--- src/rtl/mips_cpu_bus_arbiter_pkg.sv ---
// Shared types for the CPU bus arbiter: FSM states,
// grant owner and the fetch/data tie-break helper.
package mips_cpu_bus_pkg;

  typedef enum logic [1:0] {
    IDLE,
    ACCESS,
    RESP
  } bus_state_e;

  typedef enum logic {
    GRANT_FETCH,
    GRANT_DATA
  } grant_e;

  localparam logic [3:0]  BE_ALL    = 4'b1111;
  localparam logic [3:0]  BE_NONE   = 4'b0000;
  localparam logic [31:0] WORD_MASK = 32'hFFFF_FFFC;

  // On a tie the requester that lost last time wins.
  function automatic grant_e arb_pick(
    input logic   f,
    input logic   d,
    input grant_e last
  );
    if (f && d) begin
      return (last == GRANT_DATA) ? GRANT_FETCH
                                  : GRANT_DATA;
    end
    return d ? GRANT_DATA : GRANT_FETCH;
  endfunction

endpackage

--- src/rtl/mips_cpu_bus_arbiter_if.sv ---
// CPU-side request ports and Avalon master bus
// of the arbiter, bundled with direction views.
interface mips_cpu_bus_arbiter_if;

  logic        ifetch_req;
  logic [31:0] ifetch_addr;
  logic [31:0] ifetch_rdata;
  logic        ifetch_done;
  logic        ifetch_err;

  logic        dmem_req;
  logic        dmem_we;
  logic [31:0] dmem_addr;
  logic [31:0] dmem_wdata;
  logic [3:0]  dmem_be;
  logic [31:0] dmem_rdata;
  logic        dmem_done;
  logic        dmem_err;

  logic [31:0] address;
  logic        read;
  logic        write;
  logic [31:0] writedata;
  logic [3:0]  byteenable;
  logic [31:0] readdata;
  logic        waitrequest;

  logic        busy;

  modport master (
    input  ifetch_req,
    input  ifetch_addr,
    input  dmem_req,
    input  dmem_we,
    input  dmem_addr,
    input  dmem_wdata,
    input  dmem_be,
    input  readdata,
    input  waitrequest,
    output ifetch_rdata,
    output ifetch_done,
    output ifetch_err,
    output dmem_rdata,
    output dmem_done,
    output dmem_err,
    output address,
    output read,
    output write,
    output writedata,
    output byteenable,
    output busy
  );

  modport slave (
    output ifetch_req,
    output ifetch_addr,
    output dmem_req,
    output dmem_we,
    output dmem_addr,
    output dmem_wdata,
    output dmem_be,
    output readdata,
    output waitrequest,
    input  ifetch_rdata,
    input  ifetch_done,
    input  ifetch_err,
    input  dmem_rdata,
    input  dmem_done,
    input  dmem_err,
    input  address,
    input  read,
    input  write,
    input  writedata,
    input  byteenable,
    input  busy
  );

endinterface

--- src/rtl/mips_cpu_bus_arbiter_wait_timer.sv ---
// Counts stalled Avalon cycles and flags the cycle
// whose stall would reach the configured limit.
module bus_wait_timer #(
  parameter int unsigned LIMIT = 255
) (
  input  logic clk,
  input  logic reset,
  input  logic clr_i,
  input  logic en_i,
  output logic expire_o
);

  localparam logic [15:0] LAST = 16'(LIMIT - 1);

  logic [15:0] cnt_q;
  logic [15:0] cnt_d;

  always_comb begin
    cnt_d = cnt_q;
    if (clr_i) begin
      cnt_d = '0;
    end else if (en_i) begin
      cnt_d = cnt_q + 16'd1;
    end
  end

  always_ff @(posedge clk) begin
    if (reset) begin
      cnt_q <= '0;
    end else begin
      cnt_q <= cnt_d;
    end
  end

  assign expire_o = en_i && (cnt_q == LAST);

endmodule

--- src/rtl/mips_cpu_bus_arbiter.sv ---
// Two-requester (fetch/data) arbiter onto a single
// Avalon master with wait timeout and one-cycle reply.
module mips_cpu_bus_arbiter
  import mips_cpu_bus_pkg::*;
#(
  parameter int unsigned WAIT_LIMIT = 255
) (
  input  logic                   clk,
  input  logic                   reset,
  mips_cpu_bus_arbiter_if.master bus
);

  bus_state_e  state_q;
  bus_state_e  state_d;
  grant_e      grant_q;
  grant_e      win;
  logic [31:0] addr_q;
  logic        we_q;
  logic [31:0] wdata_q;
  logic [3:0]  be_q;
  logic [31:0] frdata_q;
  logic [31:0] drdata_q;
  logic        err_q;

  logic req_any;
  logic take;
  logic skip;
  logic in_acc;
  logic wait_en;
  logic expire;
  logic finish;
  logic resp_f;
  logic resp_d;

  assign req_any = bus.ifetch_req | bus.dmem_req;
  assign win     = arb_pick(bus.ifetch_req,
                            bus.dmem_req, grant_q);
  assign take    = (state_q == IDLE) && req_any;
  assign skip    = (win == GRANT_DATA) &&
                   (bus.dmem_be == BE_NONE);
  assign in_acc  = (state_q == ACCESS);
  assign wait_en = in_acc && bus.waitrequest;
  assign finish  = in_acc &&
                   (!bus.waitrequest || expire);

  bus_wait_timer #(
    .LIMIT (WAIT_LIMIT)
  ) u_timer (
    .clk      (clk),
    .reset    (reset),
    .clr_i    (!in_acc),
    .en_i     (wait_en),
    .expire_o (expire)
  );

  always_ff @(posedge clk) begin
    if (reset) begin
      state_q <= IDLE;
    end else begin
      state_q <= state_d;
    end
  end

  always_comb begin
    state_d = state_q;
    unique case (state_q)
      IDLE: begin
        if (req_any) begin
          state_d = skip ? RESP : ACCESS;
        end
      end
      ACCESS: begin
        if (finish) begin
          state_d = RESP;
        end
      end
      RESP:    state_d = IDLE;
      default: state_d = IDLE;
    endcase
  end

  always_ff @(posedge clk) begin
    if (reset) begin
      grant_q  <= GRANT_DATA;
      addr_q   <= '0;
      we_q     <= 1'b0;
      wdata_q  <= '0;
      be_q     <= '0;
      frdata_q <= '0;
      drdata_q <= '0;
      err_q    <= 1'b0;
    end else if (take) begin
      grant_q <= win;
      err_q   <= 1'b0;
      if (win == GRANT_FETCH) begin
        addr_q  <= bus.ifetch_addr & WORD_MASK;
        we_q    <= 1'b0;
        wdata_q <= '0;
        be_q    <= BE_ALL;
      end else begin
        addr_q  <= bus.dmem_addr & WORD_MASK;
        we_q    <= bus.dmem_we;
        wdata_q <= bus.dmem_wdata;
        be_q    <= bus.dmem_be;
      end
      if (skip) begin
        drdata_q <= '0;
      end
    end else if (finish) begin
      // A timed-out transfer returns zero data.
      err_q <= expire;
      if (grant_q == GRANT_FETCH) begin
        frdata_q <= expire ? '0 : bus.readdata;
      end else begin
        drdata_q <= expire ? '0 : bus.readdata;
      end
    end
  end

  always_comb begin
    resp_f = (state_q == RESP) &&
             (grant_q == GRANT_FETCH);
    resp_d = (state_q == RESP) &&
             (grant_q == GRANT_DATA);
    bus.address      = addr_q;
    bus.writedata    = wdata_q;
    bus.byteenable   = be_q;
    bus.read         = in_acc && !we_q;
    bus.write        = in_acc && we_q;
    bus.busy         = (state_q != IDLE);
    bus.ifetch_done  = resp_f;
    bus.ifetch_err   = resp_f && err_q;
    bus.ifetch_rdata = frdata_q;
    bus.dmem_done    = resp_d;
    bus.dmem_err     = resp_d && err_q;
    bus.dmem_rdata   = drdata_q;
  end

endmodule

--- src/flat_wrapper.sv ---
// flat-port wrapper written by rule: the top's interface ports become plain ports
module mips_cpu_bus_arbiter_flat import mips_cpu_bus_pkg::*;
#(
  parameter int unsigned WAIT_LIMIT = 255
)
  (clk, reset, bus_ifetch_req, bus_ifetch_addr, bus_dmem_req, bus_dmem_we, bus_dmem_addr, bus_dmem_wdata, bus_dmem_be, bus_readdata, bus_waitrequest, bus_ifetch_rdata, bus_ifetch_done, bus_ifetch_err, bus_dmem_rdata, bus_dmem_done, bus_dmem_err, bus_address, bus_read, bus_write, bus_writedata, bus_byteenable, bus_busy);
  mips_cpu_bus_arbiter_if bus_i ();
  input  logic clk;
  input  logic reset;
  input wire logic [$bits(bus_i.ifetch_req)-1:0] bus_ifetch_req;
  input wire logic [$bits(bus_i.ifetch_addr)-1:0] bus_ifetch_addr;
  input wire logic [$bits(bus_i.dmem_req)-1:0] bus_dmem_req;
  input wire logic [$bits(bus_i.dmem_we)-1:0] bus_dmem_we;
  input wire logic [$bits(bus_i.dmem_addr)-1:0] bus_dmem_addr;
  input wire logic [$bits(bus_i.dmem_wdata)-1:0] bus_dmem_wdata;
  input wire logic [$bits(bus_i.dmem_be)-1:0] bus_dmem_be;
  input wire logic [$bits(bus_i.readdata)-1:0] bus_readdata;
  input wire logic [$bits(bus_i.waitrequest)-1:0] bus_waitrequest;
  output wire logic [$bits(bus_i.ifetch_rdata)-1:0] bus_ifetch_rdata;
  output wire logic [$bits(bus_i.ifetch_done)-1:0] bus_ifetch_done;
  output wire logic [$bits(bus_i.ifetch_err)-1:0] bus_ifetch_err;
  output wire logic [$bits(bus_i.dmem_rdata)-1:0] bus_dmem_rdata;
  output wire logic [$bits(bus_i.dmem_done)-1:0] bus_dmem_done;
  output wire logic [$bits(bus_i.dmem_err)-1:0] bus_dmem_err;
  output wire logic [$bits(bus_i.address)-1:0] bus_address;
  output wire logic [$bits(bus_i.read)-1:0] bus_read;
  output wire logic [$bits(bus_i.write)-1:0] bus_write;
  output wire logic [$bits(bus_i.writedata)-1:0] bus_writedata;
  output wire logic [$bits(bus_i.byteenable)-1:0] bus_byteenable;
  output wire logic [$bits(bus_i.busy)-1:0] bus_busy;
  assign bus_i.ifetch_req = bus_ifetch_req;
  assign bus_i.ifetch_addr = bus_ifetch_addr;
  assign bus_i.dmem_req = bus_dmem_req;
  assign bus_i.dmem_we = bus_dmem_we;
  assign bus_i.dmem_addr = bus_dmem_addr;
  assign bus_i.dmem_wdata = bus_dmem_wdata;
  assign bus_i.dmem_be = bus_dmem_be;
  assign bus_i.readdata = bus_readdata;
  assign bus_i.waitrequest = bus_waitrequest;
  assign bus_ifetch_rdata = bus_i.ifetch_rdata;
  assign bus_ifetch_done = bus_i.ifetch_done;
  assign bus_ifetch_err = bus_i.ifetch_err;
  assign bus_dmem_rdata = bus_i.dmem_rdata;
  assign bus_dmem_done = bus_i.dmem_done;
  assign bus_dmem_err = bus_i.dmem_err;
  assign bus_address = bus_i.address;
  assign bus_read = bus_i.read;
  assign bus_write = bus_i.write;
  assign bus_writedata = bus_i.writedata;
  assign bus_byteenable = bus_i.byteenable;
  assign bus_busy = bus_i.busy;
  mips_cpu_bus_arbiter #(.WAIT_LIMIT(WAIT_LIMIT)) u_core (.clk(clk), .reset(reset), .bus(bus_i));
endmodule
--- config.mk ---
export PLATFORM = sky130hd
export DESIGN_NAME = mips_cpu_bus_arbiter_flat
export DESIGN_NICKNAME = d
export VERILOG_FILES = /design/src/rtl/mips_cpu_bus_arbiter_pkg.sv /design/src/rtl/mips_cpu_bus_arbiter_if.sv /design/src/rtl/mips_cpu_bus_arbiter_wait_timer.sv /design/src/rtl/mips_cpu_bus_arbiter.sv /design/src/flat_wrapper.sv
export SDC_FILE = /design/constraint.sdc
export NUM_CORES = 1
export LEC_CHECK = 0
export CORE_MARGIN = 5
export CORE_UTILIZATION = 43
export CTS_CLUSTER_DIAMETER = 50
export DETAILED_ROUTE_END_ITERATION = 16
export HOLD_SLACK_MARGIN = 0.05
export PLACE_DENSITY = 0.86
export SYNTH_ARGS = -nofsm -noshare
export SYNTH_HDL_FRONTEND = slang
export SYNTH_SLANG_ARGS = --single-unit
--- constraint.sdc ---
create_clock -name clk -period 4.7 [get_ports clk]
set_input_delay 0.47 -clock clk [delete_from_list [all_inputs] [get_ports clk]]
set_output_delay 0.47 -clock clk [all_outputs]
set_load 0.01 [all_outputs]
Word-level counts from Yosys, hierarchy flattened. Index checks and enable logic that the tools add are counted.

Bits in registers: 153. Bits of input ports: 138. Output and inout port bits: 139. Word-level logic and storage cells: 64.

$add $sub $neg: 1. Equality and inequality tests: 6. Muxes and demuxes: 18. Bitwise gates (word level): 4. Reduce and logical (&&, ||, !) cells: 25.

Operator list (number): $mux 32 (7); $add 16x1->16 const B (1); $eq 16x8->1 const B (1); $logic_and 1x1->1 (12); $mux 1 (6); $mux 2 (3); $reduce_and 3->1 (2); $reduce_bool 2->1 (3); $logic_not 4->1 (1); $mux 4 (1); $ne 2x2->1 const B (2); $pmux 2 s2 (1); $reduce_or 2->1 (2); $not 1->1 (3); $eq 2x1->1 const B (1); $eq 2x2->1 const B (1); $logic_not 1->1 (2); $logic_not 2->1 (1); $ne 2x1->1 const B (1); $reduce_and 2->1 (1); $logic_or 1x1->1 (1); $or 1x1->1 (1).

Logic depth before layout (Yosys ltp). Gate-level depths: netlist (run 1).

Word-level depth: 7. Depth in mapped cells: 8. Depth with buffers taken out: 6.

By module. From an unflattened synthesis (run 1), not the netlist that was laid out.

Cells, all modules: 632. Area total of the unflattened synthesis: 5819.3 µm².

By module, submodules not included: mips_cpu_bus_arbiter (times used 1, cells an instance 546, area each 5069.9 µm², seq. area each 2702.6 µm²); bus_wait_timer (times used 1, cells an instance 86, area each 749.5 µm², seq. area each 320.3 µm²).

Worst setup path after synthesis (run 1). OpenSTA, ideal clock, no wires.

Path kind: reg-to-reg. From: reg u_core.u_timer.cnt_q[13]. To: reg u_core.drdata_q[10] (netlist: u_core.bus.dmem_rdata[10]). Library setup time: 0.117 ns. Data arrival time: 2.064 ns. Required time: 4.583 ns. Path slack: 2.519 ns. Cell stages (with the launch flop): 6. Path buffers: 1. Period minus slack after synthesis: 2.181 ns. Cells stage by stage: dfxtp_1 -> or4_1 -> or4_4 -> o311a_4 -> buf_6 -> a22o_1.

Longest elaborated chain between the ends: 6. Elaborated cells on any way between the ends: 10. Classes of those cells: eq/ne (1); mux (4); reduce/logical (5).

Ends and longest elaborated chain: start: declaration (RTL line mips_cpu_bus_arbiter_wait_timer.sv:15) `logic [15:0] cnt_q;`; start signal: assignment (RTL line mips_cpu_bus_arbiter_wait_timer.sv:31) `cnt_q <= cnt_d;`; $eq 16x8->1 * (RTL line mips_cpu_bus_arbiter_wait_timer.sv:35) `assign expire_o = en_i && (cnt_q == LAST);`; $logic_and 1x1->1 * (RTL line mips_cpu_bus_arbiter_wait_timer.sv:35); $mux 32 / $logic_or 1x1->1 (equally long branches) (RTL line mips_cpu_bus_arbiter.sv:115, mips_cpu_bus_arbiter.sv:44); $mux 32 / $logic_and 1x1->1 (equally long branches) (RTL line mips_cpu_bus_arbiter.sv:112, mips_cpu_bus_arbiter.sv:43); $mux 32 / $reduce_bool 2->1 (equally long branches); $mux 32 / $reduce_and 3->1 (equally long branches); end signal: assignment (RTL line mips_cpu_bus_arbiter.sv:115) `drdata_q <= expire ? '0 : bus.readdata;`; end: declaration (RTL line mips_cpu_bus_arbiter.sv:22) `logic [31:0] drdata_q;`.

Mark *: on every way between the ends. The rest lies on a longest branch, timed or not. The select of a mux whose other input is x is not followed. A chain may end at the register's enable or synchronous reset.

Worst setup path in the final report (run 1).
From: reg u_core.grant_q. To: out bus_dmem_err.

Longest elaborated chain between the ends: 2.

Ends and longest elaborated chain: start: declaration (RTL line mips_cpu_bus_arbiter.sv:15) `grant_e grant_q;`; start signal: assignment (RTL line mips_cpu_bus_arbiter.sv:93) `grant_q <= win;`; $logic_and 1x1->1 (RTL line mips_cpu_bus_arbiter.sv:123) `resp_d = (state_q == RESP) &&`; $logic_and 1x1->1 (RTL line mips_cpu_bus_arbiter.sv:135) `bus.dmem_err = resp_d && err_q;`; end: declaration (RTL line flat_wrapper.sv:24) `output wire logic [$bits(bus_i.dmem_err)-1:0] bus_dmem_err;`.

No other way between the ends.

==> results_tabular.tex, run 1 <==
\begin{tabular}{lr}
\hline
Metric & Value \\
\hline
\multicolumn{2}{l}{\textbf{GRT}} \\
\quad Total overflow reported by the global router & 0 \\
\quad Vias in the first global route & 5499 \\
\quad Total track usage & 0.235 \\
\quad Wire length of the first global-routing pass & 27.6 mm \\
\quad Maximum number of pins on one net before global-route repair & 67 \\
\quad Antenna violations before repair & 0 \\
\multicolumn{2}{l}{\textbf{Routing}} \\
\quad Total via count in the routed design & 5279 \\
\quad Residual DRC & 0 \\
\quad First-pass detailed-route iteration total & 5 \\
\quad DRT iter0 DRCs & 377 \\
\quad Final ANT Viol Nets & 0 \\
\quad Detailed Route WL & 18.1 mm \\
\quad Routed wire per std cell & 18.8 µm \\
\quad Number of vias per cell after detailed routing & 5.47 \\
\multicolumn{2}{l}{\textbf{Clock tree}} \\
\quad Clock tree from TritonCTS & yes \\
\quad CTS clk-pin slew, worst paths & 0.06 ns \\
\quad CTS sink cnt & 151 \\
\quad Insertion delay to the later sink of the worst-skew pair & 0.42 ns \\
\quad Setup bufs post-CTS & 0 \\
\quad Cts bufs inserted & 17 \\
\quad Number of buffers added to fix hold violations after cts & 0 \\
\quad Root buffer cell & sky130\_fd\_sc\_hd\_\_clkbuf\_16 \\
\quad Largest buffer count on any clock path & 2 \\
\quad H-tree depth reported by CTS & 4 \\
\quad Resized cells post-CTS & 0 \\
\multicolumn{2}{l}{\textbf{STA}} \\
\quad Maximum achievable frequency & 0.399 GHz \\
\quad Post-route setup TNS & 0 ns \\
\quad Post-route worst hold slack & 0.479 ns \\
\quad Final hold viol count & 0 \\
\quad Final number of setup-violating endpoints & 0 \\
\quad Unrepaired setup endpoints after global routing & no \\
\quad Period utilisation layout & 0.533 \\
\quad Maximum clock skew at final layout & 0.00552 ns \\
\quad Max-slew violation total from the final report & 0 \\
\quad Tightest Pin Transition & 1.31 ns \\
\quad Slew Limit Headroom & 0.124 \\
\quad Time the final worst path needs with I/O delays and setup & 2.51 ns \\
\multicolumn{2}{l}{\textbf{Pwr}} \\
\quad Share of total power in sequential cells & 0.438 \\
\quad Leakage power figure & 3.30 nW \\
\quad Internal Pwr Total & 2.44 mW \\
\quad Total power density per cell area & 367 nW/µm² \\
\quad Net switching share of the total power & 0.241 \\
\quad Power spent charging and discharging nets & 0.773 mW \\
\quad Maximum VDD drop & 0.231 mV \\
\quad Power share of the clock group & 0.396 \\
\quad Combinational share of power & 0.166 \\
\quad Design Power & 3.21 mW \\
\multicolumn{2}{l}{\textbf{Min path}} \\
\quad Path category of the worst min-delay check & register to register \\
\quad End of the worst hold path & u\_core.bus.dmem\_rdata[7]\$\_SDFFE\_PP0P\_ \\
\quad Hold Crit Depth & 1 \\
\quad Launch instance of the worst min-delay path & u\_core.bus.dmem\_rdata[7]\$\_SDFFE\_PP0P\_ \\
\multicolumn{2}{l}{\textbf{Floorplanning}} \\
\quad Vert. Die Dim & 122 µm \\
\quad Initial Utilization & 0.434 \\
\quad Die Wd & 122 µm \\
\quad Site row count & 41 \\
\quad Core Region & 12500 µm² \\
\quad Total Die Area & 15000 µm² \\
\quad Total I/O pin count & 277 \\
\multicolumn{2}{l}{\textbf{Critical path}} \\
\quad CP arrival & 2.04 ns \\
\quad Maximum net fanout on the critical path & 6 \\
\quad Crit Reg-Reg Endpoint & u\_core.bus.dmem\_rdata[0]\$\_SDFFE\_PP0P\_ \\
\quad Kind of launch point of the worst setup path & register \\
\quad Kind of critical path & register to output pin \\
\quad Worst R2R Path Depth & 4 \\
\quad CP Capture Type & output pin \\
\quad R2r setup slk & 2.32 ns \\
\quad Data required time at the worst endpoint & 4.23 ns \\
\quad Beginning of the worst register-to-register path & u\_core.u\_timer.cnt\_q[13]\$\_SDFFE\_PP0P\_ \\
\multicolumn{2}{l}{\textbf{Synth}} \\
\quad Leading cell type by number of instances after synthesis & sky130\_fd\_sc\_hd\_\_dfxtp\_1 \\
\quad Async S/R FF share, synth & 0 \\
\quad Area leader, netlist & sky130\_fd\_sc\_hd\_\_dfxtp\_1 \\
\quad EDFF count, synth & 0 \\
\quad Number of warnings reported in the yosys synthesis log & 0 \\
\quad Flop and latch count out of synthesis & 151 \\
\quad Share of the synthesized area in the top cell type & 0.556 \\
\quad Syn Inst Count & 531 \\
\quad Synth top cells by count & 151 x sky130\_fd\_sc\_hd\_\_dfxtp\_1, 96 x sky130\_fd\_sc\_hd\_\_a22o\_1, 69 x sky130\_fd\_sc\_hd\_\_nand2\_1 \\
\quad Number of distinct library cells after synthesis & 46 \\
\quad Netlist Area Pre-Place & 5430 µm² \\
\quad Syn avg cell area & 10.2 µm² \\
\quad Sequential area share after synthesis & 0.556 \\
\quad Top cells by area, synth & sky130\_fd\_sc\_hd\_\_dfxtp\_1 56\%, sky130\_fd\_sc\_hd\_\_a22o\_1 15\%, sky130\_fd\_sc\_hd\_\_a311oi\_1 4.8\%, sky130\_fd\_sc\_hd\_\_nand2\_1 4.8\%, sky130\_fd\_sc\_hd\_\_nor2\_1 3.5\% \\
\quad Most used DFF post-synth & sky130\_fd\_sc\_hd\_\_dfxtp\_1 \\
\multicolumn{2}{l}{\textbf{Finish}} \\
\quad Layout cells sized above 1 & 0.0530 \\
\quad Number of diodes added for antenna fixing & 0 \\
\quad Synth-to-Final Area Change & 60.8\% \\
\quad Fillers & 921 \\
\quad Storage cell area & 3020 µm² \\
\quad Final-stage net count & 923 \\
\quad Area of the multi-input gates & 2190 µm² \\
\multicolumn{2}{l}{\textbf{Run}} \\
\quad Number of max-cap violations & 0 \\
\multicolumn{2}{l}{\textbf{Place}} \\
\quad Port bufs & 270 \\
\quad Detailed Place HPWL & 13.0 mm \\
\quad Global placement routability congestion & 0.836 \\
\multicolumn{2}{l}{\textbf{Status}} \\
\quad Result of the run & completed \\
\hline
\end{tabular}
[layout make-up]
type,count,share of cell area
flip-flops and latches,151,0.346
inverters,8,0.00344
clock buffers,24,0.0528
well taps,172,0.0246
repair buffers,275,0.314
multi-input cells,330,0.251
clock inverters,5,0.00859
[routing by layer]
layer	global-route usage	part of all wire
met5	0	0
met4	0.0896	0.022
met3	0.0834	0.086
met1	0.248	0.37
met2	0.426	0.52
[power groups by stage]
stage,Combinational [mW],Sequential [mW],Clock [mW]
finish,0.532,1.41,1.27
global route,0.566,1.41,1.35
CTS,0.534,1.41,1.29
detailed placement,0.530,1.43,0
global placement,0.515,1.43,0
floorplan,0.185,1.46,0
[worst max-delay path by stage]
stage | cells after the start | to | from | slack (ns)
detailed placement | 7 | u_core.bus.dmem_rdata[17]$_SDFFE_PP0P_ | reset | 1.85
finish | 4 | bus_dmem_err | u_core.grant_q$_SDFFE_PP1P_ | 2.19
CTS | 4 | bus_dmem_err | u_core.grant_q$_SDFFE_PP1P_ | 2.20
floorplan | 5 | u_core.bus.dmem_rdata[10]$_SDFFE_PP0P_ | u_core.u_timer.cnt_q[13]$_SDFFE_PP0P_ | 2.52
global placement | 7 | u_core.bus.dmem_rdata[0]$_SDFFE_PP0P_ | reset | 1.93
global route | 4 | bus_dmem_err | u_core.grant_q$_SDFFE_PP1P_ | 2.06
[layout by cell type (no fill, tap or decap), types with 6 or more instances in the layout]
master / count
sky130_fd_sc_hd__or3_1: 8
sky130_fd_sc_hd__a311oi_1: 30
sky130_fd_sc_hd__nor2_1: 47
sky130_fd_sc_hd__nand2_1: 69
sky130_fd_sc_hd__a21oi_1: 7
sky130_fd_sc_hd__clkbuf_16: 17
sky130_fd_sc_hd__inv_1: 8
sky130_fd_sc_hd__clkdlybuf4s50_1: 270
sky130_fd_sc_hd__o21ai_0: 7
sky130_fd_sc_hd__a22o_1: 96
sky130_fd_sc_hd__clkbuf_1: 6
sky130_fd_sc_hd__dfxtp_1: 151
[critical path: stages, from the launching register on]
cell                              delay [ns]
sky130_fd_sc_hd__dfxtp_1                0.47
sky130_fd_sc_hd__inv_1                  0.19
sky130_fd_sc_hd__nor3_1                 0.26
sky130_fd_sc_hd__and2_1                 0.15
sky130_fd_sc_hd__clkdlybuf4s50_1        0.54
[sequential cells by signal, summed over array words and instances, names as in the netlist]
name                     cells
u_core.bus.writedata        32
u_core.grant_q               1
u_core.bus.address          30
u_core.bus.ifetch_rdata     32
u_core.bus.dmem_rdata       32
u_core.err_q                 1
u_core.state_q               2
u_core.bus.byteenable        4
u_core.u_timer.cnt_q        16
u_core.we_q                  1
[cells by family after synthesis]
kind of cell | Yosys count | synth area share
other | 1 | 0.000690
AO/OA/AOI/OAI | 156 | 0.245
flip-flops | 151 | 0.556
AND/OR/NAND/NOR | 163 | 0.137
adder cells (fa/ha/maj) | 2 | 0.00460
buffers and inverters | 51 | 0.0449
XOR/XNOR | 7 | 0.0113
[metrics by stage]
stage               instance area (µm²)  cells  worst slack (ns)  utilization
CTS                                8740    965              2.20        0.698
finish                             8740    965              2.19        0.698
detailed placement                 8200    936              1.85        0.655
global route                       8740    965              2.06        0.698
floorplan                          5440    532              2.52            -
global placement                   8200    936              1.93        0.655
Power figures use the tool's default switching activity.
==> inputs of run 2 (changes only) <==
- CORE_UTILIZATION: 43 -> 40
- PLACE_DENSITY: 0.86 -> 0.8
- clock period: 4.7 -> 2.4 ns (I/O delays scaled with it)
==> run 2 against run 1 <==
Effect of this change:
- clock skew up 0.0068 ns
- critical path depth unchanged
- utilization down 2.6 points
- worst hold slack worse by 0.080 ns
- critical endpoint is now u_core.bus.dmem_rdata[0]$_SDFFE_PP0P_
- largest power group unchanged
==> results_tabular.tex, run 2 (synthesis results as in run 1) <==
\begin{tabular}{lr}
\hline
Metric & Value \\
\hline
\multicolumn{2}{l}{\textbf{STA}} \\
\quad Final hold viol count & 0 \\
\quad Period utilisation layout & 0.978 \\
\quad Unrepaired setup endpoints after global routing & no \\
\quad Post-route worst hold slack & 0.399 ns \\
\quad Final number of setup-violating endpoints & 0 \\
\quad Tightest Pin Transition & 1.28 ns \\
\quad Maximum clock skew at final layout & 0.0124 ns \\
\quad Post-route setup TNS & 0 ns \\
\quad Maximum achievable frequency & 0.426 GHz \\
\quad Max-slew violation total from the final report & 0 \\
\quad Time the final worst path needs with I/O delays and setup & 2.35 ns \\
\quad Slew Limit Headroom & 0.143 \\
\multicolumn{2}{l}{\textbf{Clock tree}} \\
\quad Clock tree from TritonCTS & yes \\
\quad Insertion delay to the later sink of the worst-skew pair & 0.42 ns \\
\quad CTS clk-pin slew, worst paths & 0.06 ns \\
\quad Setup bufs post-CTS & 0 \\
\quad Root buffer cell & sky130\_fd\_sc\_hd\_\_clkbuf\_16 \\
\quad H-tree depth reported by CTS & 4 \\
\quad Largest buffer count on any clock path & 2 \\
\quad Resized cells post-CTS & 0 \\
\quad Number of buffers added to fix hold violations after cts & 0 \\
\quad CTS sink cnt & 151 \\
\quad Cts bufs inserted & 17 \\
\multicolumn{2}{l}{\textbf{Critical path}} \\
\quad Crit Reg-Reg Endpoint & u\_core.bus.dmem\_rdata[0]\$\_SDFFE\_PP0P\_ \\
\quad Beginning of the worst register-to-register path & u\_core.u\_timer.cnt\_q[9]\$\_SDFFE\_PP0P\_ \\
\quad Data required time at the worst endpoint & 2.71 ns \\
\quad Critical Path, Cell by Cell & or4\_1 > or4\_4 > o311a\_4 > a22o\_2 \\
\quad CP arrival & 2.66 ns \\
\quad Maximum net fanout on the critical path & 32 \\
\quad Buffering stage count on the worst path with inverters included & 0 \\
\quad Worst R2R Path Depth & 4 \\
\quad Largest stage delay on the critical path & 0.56 ns \\
\quad R2r setup slk & 0.05 ns \\
\quad Family with the most delay on the worst path & simple AND/OR/NAND/NOR gates \\
\quad CP Capture Type & register \\
\quad Kind of launch point of the worst setup path & register \\
\quad Crit-path slowest cell & sky130\_fd\_sc\_hd\_\_or4\_4 \\
\quad Kind of critical path & register to register \\
\multicolumn{2}{l}{\textbf{Routing}} \\
\quad DRT iter0 DRCs & 243 \\
\quad Detailed Route WL & 17.9 mm \\
\quad Routed wire per std cell & 18.2 µm \\
\quad Total via count in the routed design & 5249 \\
\quad Final ANT Viol Nets & 0 \\
\quad Residual DRC & 0 \\
\quad Number of vias per cell after detailed routing & 5.32 \\
\quad First-pass detailed-route iteration total & 5 \\
\multicolumn{2}{l}{\textbf{Pwr}} \\
\quad Total power density per cell area & 732 nW/µm² \\
\quad Leakage power figure & 3.40 nW \\
\quad Maximum VDD drop & 0.432 mV \\
\multicolumn{2}{l}{\textbf{Floorplanning}} \\
\quad Total Die Area & 16000 µm² \\
\quad Initial Utilization & 0.409 \\
\quad Total I/O pin count & 277 \\
\quad Die Wd & 127 µm \\
\quad Site row count & 42 \\
\quad Vert. Die Dim & 127 µm \\
\quad Core Region & 13300 µm² \\
\multicolumn{2}{l}{\textbf{Finish}} \\
\quad Most frequent cells in the layout & 270 x sky130\_fd\_sc\_hd\_\_clkdlybuf4s50\_1, 151 x sky130\_fd\_sc\_hd\_\_dfxtp\_1, 96 x sky130\_fd\_sc\_hd\_\_a22o\_1, 69 x sky130\_fd\_sc\_hd\_\_nand2\_1, 47 x sky130\_fd\_sc\_hd\_\_nor2\_1 \\
\quad Post-Layout Inst Area & 8940 µm² \\
\quad Layout cells sized above 1 & 0.0790 \\
\quad Final-stage net count & 937 \\
\quad Number of diodes added for antenna fixing & 0 \\
\quad Storage cell area & 3020 µm² \\
\quad Most common library cell in the layout ignoring fill and taps & sky130\_fd\_sc\_hd\_\_clkdlybuf4s50\_1 \\
\quad Fillers & 995 \\
\quad Area of the multi-input gates & 2190 µm² \\
\quad Synth-to-Final Area Change & 64.5\% \\
\multicolumn{2}{l}{\textbf{Min path}} \\
\quad End of the worst hold path & u\_core.bus.address[19]\$\_SDFFE\_PP0P\_ \\
\quad Launch instance of the worst min-delay path & bus\_dmem\_addr[19] \\
\quad Path category of the worst min-delay check & primary input to register \\
\quad Hold Crit Depth & 3 \\
\multicolumn{2}{l}{\textbf{Place}} \\
\quad Detailed Place HPWL & 13.0 mm \\
\quad Area after detailed placement & 8320 µm² \\
\quad Global placement routability congestion & 0.901 \\
\quad Port bufs & 270 \\
\multicolumn{2}{l}{\textbf{Status}} \\
\quad Result of the run & completed \\
\multicolumn{2}{l}{\textbf{GRT}} \\
\quad Busiest layer in global routing & met2 \\
\quad Wire length of the first global-routing pass & 28.2 mm \\
\quad Maximum number of pins on one net before global-route repair & 67 \\
\quad Vias in the first global route & 5573 \\
\quad Global-route track usage on met3 & 0.0866 \\
\quad Total track usage & 0.219 \\
\quad Antenna violations before repair & 0 \\
\quad Met1 capacity usage during global routing & 0.232 \\
\quad Global routing met2 resource utilization & 0.381 \\
\quad Total overflow reported by the global router & 0 \\
\multicolumn{2}{l}{\textbf{Run}} \\
\quad Number of max-cap violations & 0 \\
\hline
\end{tabular}
-- run 2: cell count changes in the layout (fill, tap and decap cells not counted) --
cell and delta:
sky130_fd_sc_hd__buf_4 +13, sky130_fd_sc_hd__clkbuf_1 -5, sky130_fd_sc_hd__clkinv_4 +2, sky130_fd_sc_hd__clkbuf_8 +2, sky130_fd_sc_hd__bufinv_16 +1, sky130_fd_sc_hd__clkinvlp_4 +4
sky130_fd_sc_hd__clkinv_2 -1, sky130_fd_sc_hd__buf_12 +1
-- run 2: worst reg2reg max path: stages (launching register included) --
cell                      delay [ns]
sky130_fd_sc_hd__dfxtp_1        0.35
sky130_fd_sc_hd__or4_1          0.52
sky130_fd_sc_hd__or4_4          0.56
sky130_fd_sc_hd__o311a_4        0.49
sky130_fd_sc_hd__a22o_2         0.33
-- run 2: worst max path at each step --
stage / to / slack [ns] / depth (start not counted) / startpoint
after floorplan: u_core.bus.dmem_rdata[10]$_SDFFE_PP0P_ / 0.22 / 5 / u_core.u_timer.cnt_q[13]$_SDFFE_PP0P_
after global placement: u_core.bus.dmem_rdata[0]$_SDFFE_PP0P_ / 0.08 / 4 / u_core.u_timer.cnt_q[9]$_SDFFE_PP0P_
after detailed placement: u_core.bus.writedata[17]$_SDFFE_PP0P_ / 0.02 / 5 / bus_dmem_req
after CTS: u_core.bus.dmem_rdata[0]$_SDFFE_PP0P_ / 0.05 / 4 / u_core.u_timer.cnt_q[9]$_SDFFE_PP0P_
after global routing: u_core.bus.dmem_rdata[0]$_SDFFE_PP0P_ / 0.01 / 4 / u_core.u_timer.cnt_q[9]$_SDFFE_PP0P_
final: u_core.bus.dmem_rdata[0]$_SDFFE_PP0P_ / 0.05 / 4 / u_core.u_timer.cnt_q[9]$_SDFFE_PP0P_
-- run 2: stage by stage --
stage	utilization	instances	total power [mW]	setup slack, ns
2_1_floorplan	-	532	3.22	0.219
3_3_place_gp	0.626	954	3.83	0.0759
3_5_place_dp	0.626	954	3.86	0.0225
4_1_cts	0.673	986	6.60	0.0527
5_1_grt	0.673	986	6.81	0.0149
6_report	0.673	986	6.55	0.0533
-- run 2: metal layers --
metal,share of wire,up-vias
met5,0,-
met4,0.031,0
met3,0.095,46
met2,0.50,239
met1,0.38,2477
li1,-,2487
-- run 2: layout make-up --
cell class / instances / share of cell area
Multi-Input combinational cell: 330 / 0.245
Clock inverter: 11 / 0.0165
Clock buffer: 21 / 0.0526
Timing Repair Buffer: 289 / 0.320
Tap cell: 176 / 0.0246
Sequential cell: 151 / 0.338
Inverter: 8 / 0.00336
-- run 2: power breakdown --
part	internal, mW	switching (mW)	leakage (nW)
logic	0.590	0.467	1.88
clock network	1.72	1.03	0.291
registers	2.66	0.0883	1.23
==> inputs of run 3 (changes only) <==
- CORE_UTILIZATION: 40 -> 25
- PLACE_DENSITY: 0.8 -> default
- SLEW_MARGIN: default -> 20
==> run 3 against run 2 <==
Effect of this change:
- register-to-register slack better by 0.03 ns
- clock skew decreased by 0.0025 ns
- design area is 1.2% higher
- worst hold slack lost 0.0058 ns
- count of clock-buffer cells in the layout shrank 3
- maximum frequency grew 1.3%
- critical path depth unchanged
- utilization down 25 points
- sequential share of layout area is 0.40 points lower
- largest power group unchanged
- via count down 3.0%
==> results_tabular.tex, run 3 (synthesis results as in run 1) <==
\begin{tabular}{lr}
\hline
Metric & Value \\
\hline
\multicolumn{2}{l}{\textbf{Finish}} \\
\quad Layout Utilization & 0.419 \\
\quad Number of diodes added for antenna fixing & 0 \\
\quad Synth-to-Final Area Change & 66.6\% \\
\quad Fillers & 2112 \\
\quad Non-filler cells, final & 1088 \\
\quad Final-stage net count & 936 \\
\quad Post-Layout Inst Area & 9050 µm² \\
\quad Most frequent cells in the layout & 270 x sky130\_fd\_sc\_hd\_\_clkdlybuf4s50\_1, 150 x sky130\_fd\_sc\_hd\_\_dfxtp\_1, 96 x sky130\_fd\_sc\_hd\_\_a22o\_1, 69 x sky130\_fd\_sc\_hd\_\_nand2\_1, 47 x sky130\_fd\_sc\_hd\_\_nor2\_1 \\
\quad Most common library cell in the layout ignoring fill and taps & sky130\_fd\_sc\_hd\_\_clkdlybuf4s50\_1 \\
\quad Layout cells sized above 1 & 0.0792 \\
\multicolumn{2}{l}{\textbf{Routing}} \\
\quad Final ANT Viol Nets & 0 \\
\quad Wire length on met3 & 1.63 mm \\
\quad Routed wire per std cell & 16.6 µm \\
\quad Total via count in the routed design & 5094 \\
\quad Post-Route M1 WL & 7.94 mm \\
\quad Top routing layer in use & met4 \\
\quad First-pass detailed-route iteration total & 4 \\
\quad Met2 WL & 8.26 mm \\
\quad Residual DRC & 0 \\
\quad DRT iter0 DRCs & 222 \\
\quad Detailed Route WL & 18.1 mm \\
\quad Number of vias per cell after detailed routing & 4.68 \\
\multicolumn{2}{l}{\textbf{STA}} \\
\quad Maximum achievable frequency & 0.432 GHz \\
\quad Period utilisation layout & 0.966 \\
\quad Maximum clock skew at final layout & 0.00983 ns \\
\quad Crit path setup slack, layout & 0.0826 ns \\
\quad Max-slew violation total from the final report & 0 \\
\quad Post-route worst hold slack & 0.393 ns \\
\quad Post-route setup TNS & 0 ns \\
\quad Final number of setup-violating endpoints & 0 \\
\quad Final hold viol count & 0 \\
\quad Unrepaired setup endpoints after global routing & no \\
\quad Time the final worst path needs with I/O delays and setup & 2.32 ns \\
\multicolumn{2}{l}{\textbf{GRT}} \\
\quad Total overflow reported by the global router & 0 \\
\quad Antenna violations before repair & 0 \\
\quad Total track usage & 0.140 \\
\quad Wire length of the first global-routing pass & 27.8 mm \\
\quad Vias in the first global route & 5165 \\
\quad Maximum number of pins on one net before global-route repair & 65 \\
\multicolumn{2}{l}{\textbf{Pwr}} \\
\quad Design Power & 6.48 mW \\
\quad Power spent charging and discharging nets & 1.66 mW \\
\quad Internal Pwr Total & 4.83 mW \\
\quad Maximum VDD drop & 0.435 mV \\
\quad Share of total power in sequential cells & 0.423 \\
\quad Power share of the clock group & 0.413 \\
\quad Net switching share of the total power & 0.256 \\
\quad Leakage power figure & 3.40 nW \\
\quad Combinational share of power & 0.164 \\
\quad Total power density per cell area & 716 nW/µm² \\
\multicolumn{2}{l}{\textbf{Floorplanning}} \\
\quad Total Die Area & 24800 µm² \\
\quad Core Region & 21600 µm² \\
\quad Initial Utilization & 0.251 \\
\quad Vert. Die Dim & 157 µm \\
\quad Die Wd & 157 µm \\
\quad Site row count & 54 \\
\quad Total I/O pin count & 277 \\
\multicolumn{2}{l}{\textbf{Clock tree}} \\
\quad Cts bufs inserted & 17 \\
\quad CTS sink cnt & 151 \\
\quad Root buffer cell & sky130\_fd\_sc\_hd\_\_clkbuf\_16 \\
\quad Largest buffer count on any clock path & 2 \\
\quad Insertion delay to the later sink of the worst-skew pair & 0.41 ns \\
\quad CTS clk-pin slew, worst paths & 0.07 ns \\
\quad Clock tree from TritonCTS & yes \\
\quad H-tree depth reported by CTS & 4 \\
\quad Setup bufs post-CTS & 0 \\
\multicolumn{2}{l}{\textbf{Run}} \\
\quad Number of max-cap violations & 0 \\
\multicolumn{2}{l}{\textbf{Place}} \\
\quad Port bufs & 270 \\
\quad Pre-CTS setup slack & 0.0596 ns \\
\quad Area after detailed placement & 8460 µm² \\
\quad Detailed Place HPWL & 12.5 mm \\
\quad Number of placed instances with taps included & 1057 \\
\quad Global placement routability congestion & 0.792 \\
\multicolumn{2}{l}{\textbf{Critical path}} \\
\quad CP Capture Type & register \\
\quad CP arrival & 2.63 ns \\
\quad Data required time at the worst endpoint & 2.71 ns \\
\quad Kind of launch point of the worst setup path & register \\
\quad Crit Reg-Reg Endpoint & u\_core.bus.dmem\_rdata[0]\$\_SDFFE\_PP0P\_ \\
\quad R2r setup slk & 0.08 ns \\
\quad Kind of critical path & register to register \\
\quad Beginning of the worst register-to-register path & u\_core.u\_timer.cnt\_q[9]\$\_SDFFE\_PP0P\_ \\
\quad Worst R2R Path Depth & 4 \\
\quad Destination of the critical timing path & u\_core.bus.dmem\_rdata[0]\$\_SDFFE\_PP0P\_ \\
\quad Launching instance or port of the critical path & u\_core.u\_timer.cnt\_q[9]\$\_SDFFE\_PP0P\_ \\
\quad Maximum net fanout on the critical path & 32 \\
\multicolumn{2}{l}{\textbf{Status}} \\
\quad Result of the run & completed \\
\multicolumn{2}{l}{\textbf{Min path}} \\
\quad Path category of the worst min-delay check & primary input to register \\
\quad Launch instance of the worst min-delay path & bus\_dmem\_addr[25] \\
\hline
\end{tabular}
-- run 3: area by class of cell --
class / count / area [µm²] / share of cell area
clock buffer: 18 / 439 / 0.0485
timing repair buffer: 288 / 2860 / 0.316
inverter: 8 / 30.0 / 0.00332
sequential: 151 / 3020 / 0.334
tap: 280 / 350 / 0.0387
multi-input combinational: 330 / 2200 / 0.243
clock inverter: 13 / 145 / 0.0160
-- run 3: what timing repair did --
action | in CTS | in global routing
hold endpoints to repair | 0 | 0
endpoints found under the setup margin | 0 | 2
gates resized for setup | 0 | 2
hold buffers | 0 | 0
-- run 3: worst max-delay path, cell delays in order (launching register included) --
cell                      delay [ns]
sky130_fd_sc_hd__dfxtp_1        0.34
sky130_fd_sc_hd__or4_1          0.51
sky130_fd_sc_hd__or4_4          0.56
sky130_fd_sc_hd__o311a_4        0.49
sky130_fd_sc_hd__a22o_4         0.31
-- run 3: power by group through the flow --
stage          logic, mW  clock network (mW)  registers (mW)
2_1_floorplan      0.363                   0            2.86
4_1_cts             1.08                2.76            2.74
5_1_grt             1.15                2.87            2.76
3_5_place_dp        1.07                   0            2.80
6_report            1.06                2.68            2.74
3_3_place_gp        1.07                   0            2.79
-- run 3: per-layer routing --
metal	vias up	GRT usage
li1	2483	-
met1	2414	0.172
met2	183	0.229
met3	14	0.0555
met4	0	0.0369
met5	-	0
-- run 3: worst min-delay path by stage --
stage                                                          end  slack, ns  cells after the start
after floorplan             u_core.bus.dmem_rdata[10]$_SDFFE_PP0P_       0.37                      1
after global placement    u_core.bus.ifetch_rdata[14]$_SDFFE_PP0P_       0.46                      1
after detailed placement  u_core.bus.ifetch_rdata[11]$_SDFFE_PP0P_       0.46                      1
after CTS                       u_core.bus.address[4]$_SDFFE_PP0P_       0.37                      3
after global routing           u_core.bus.address[21]$_SDFFE_PP0P_       0.39                      3
final                          u_core.bus.address[25]$_SDFFE_PP0P_       0.39                      3
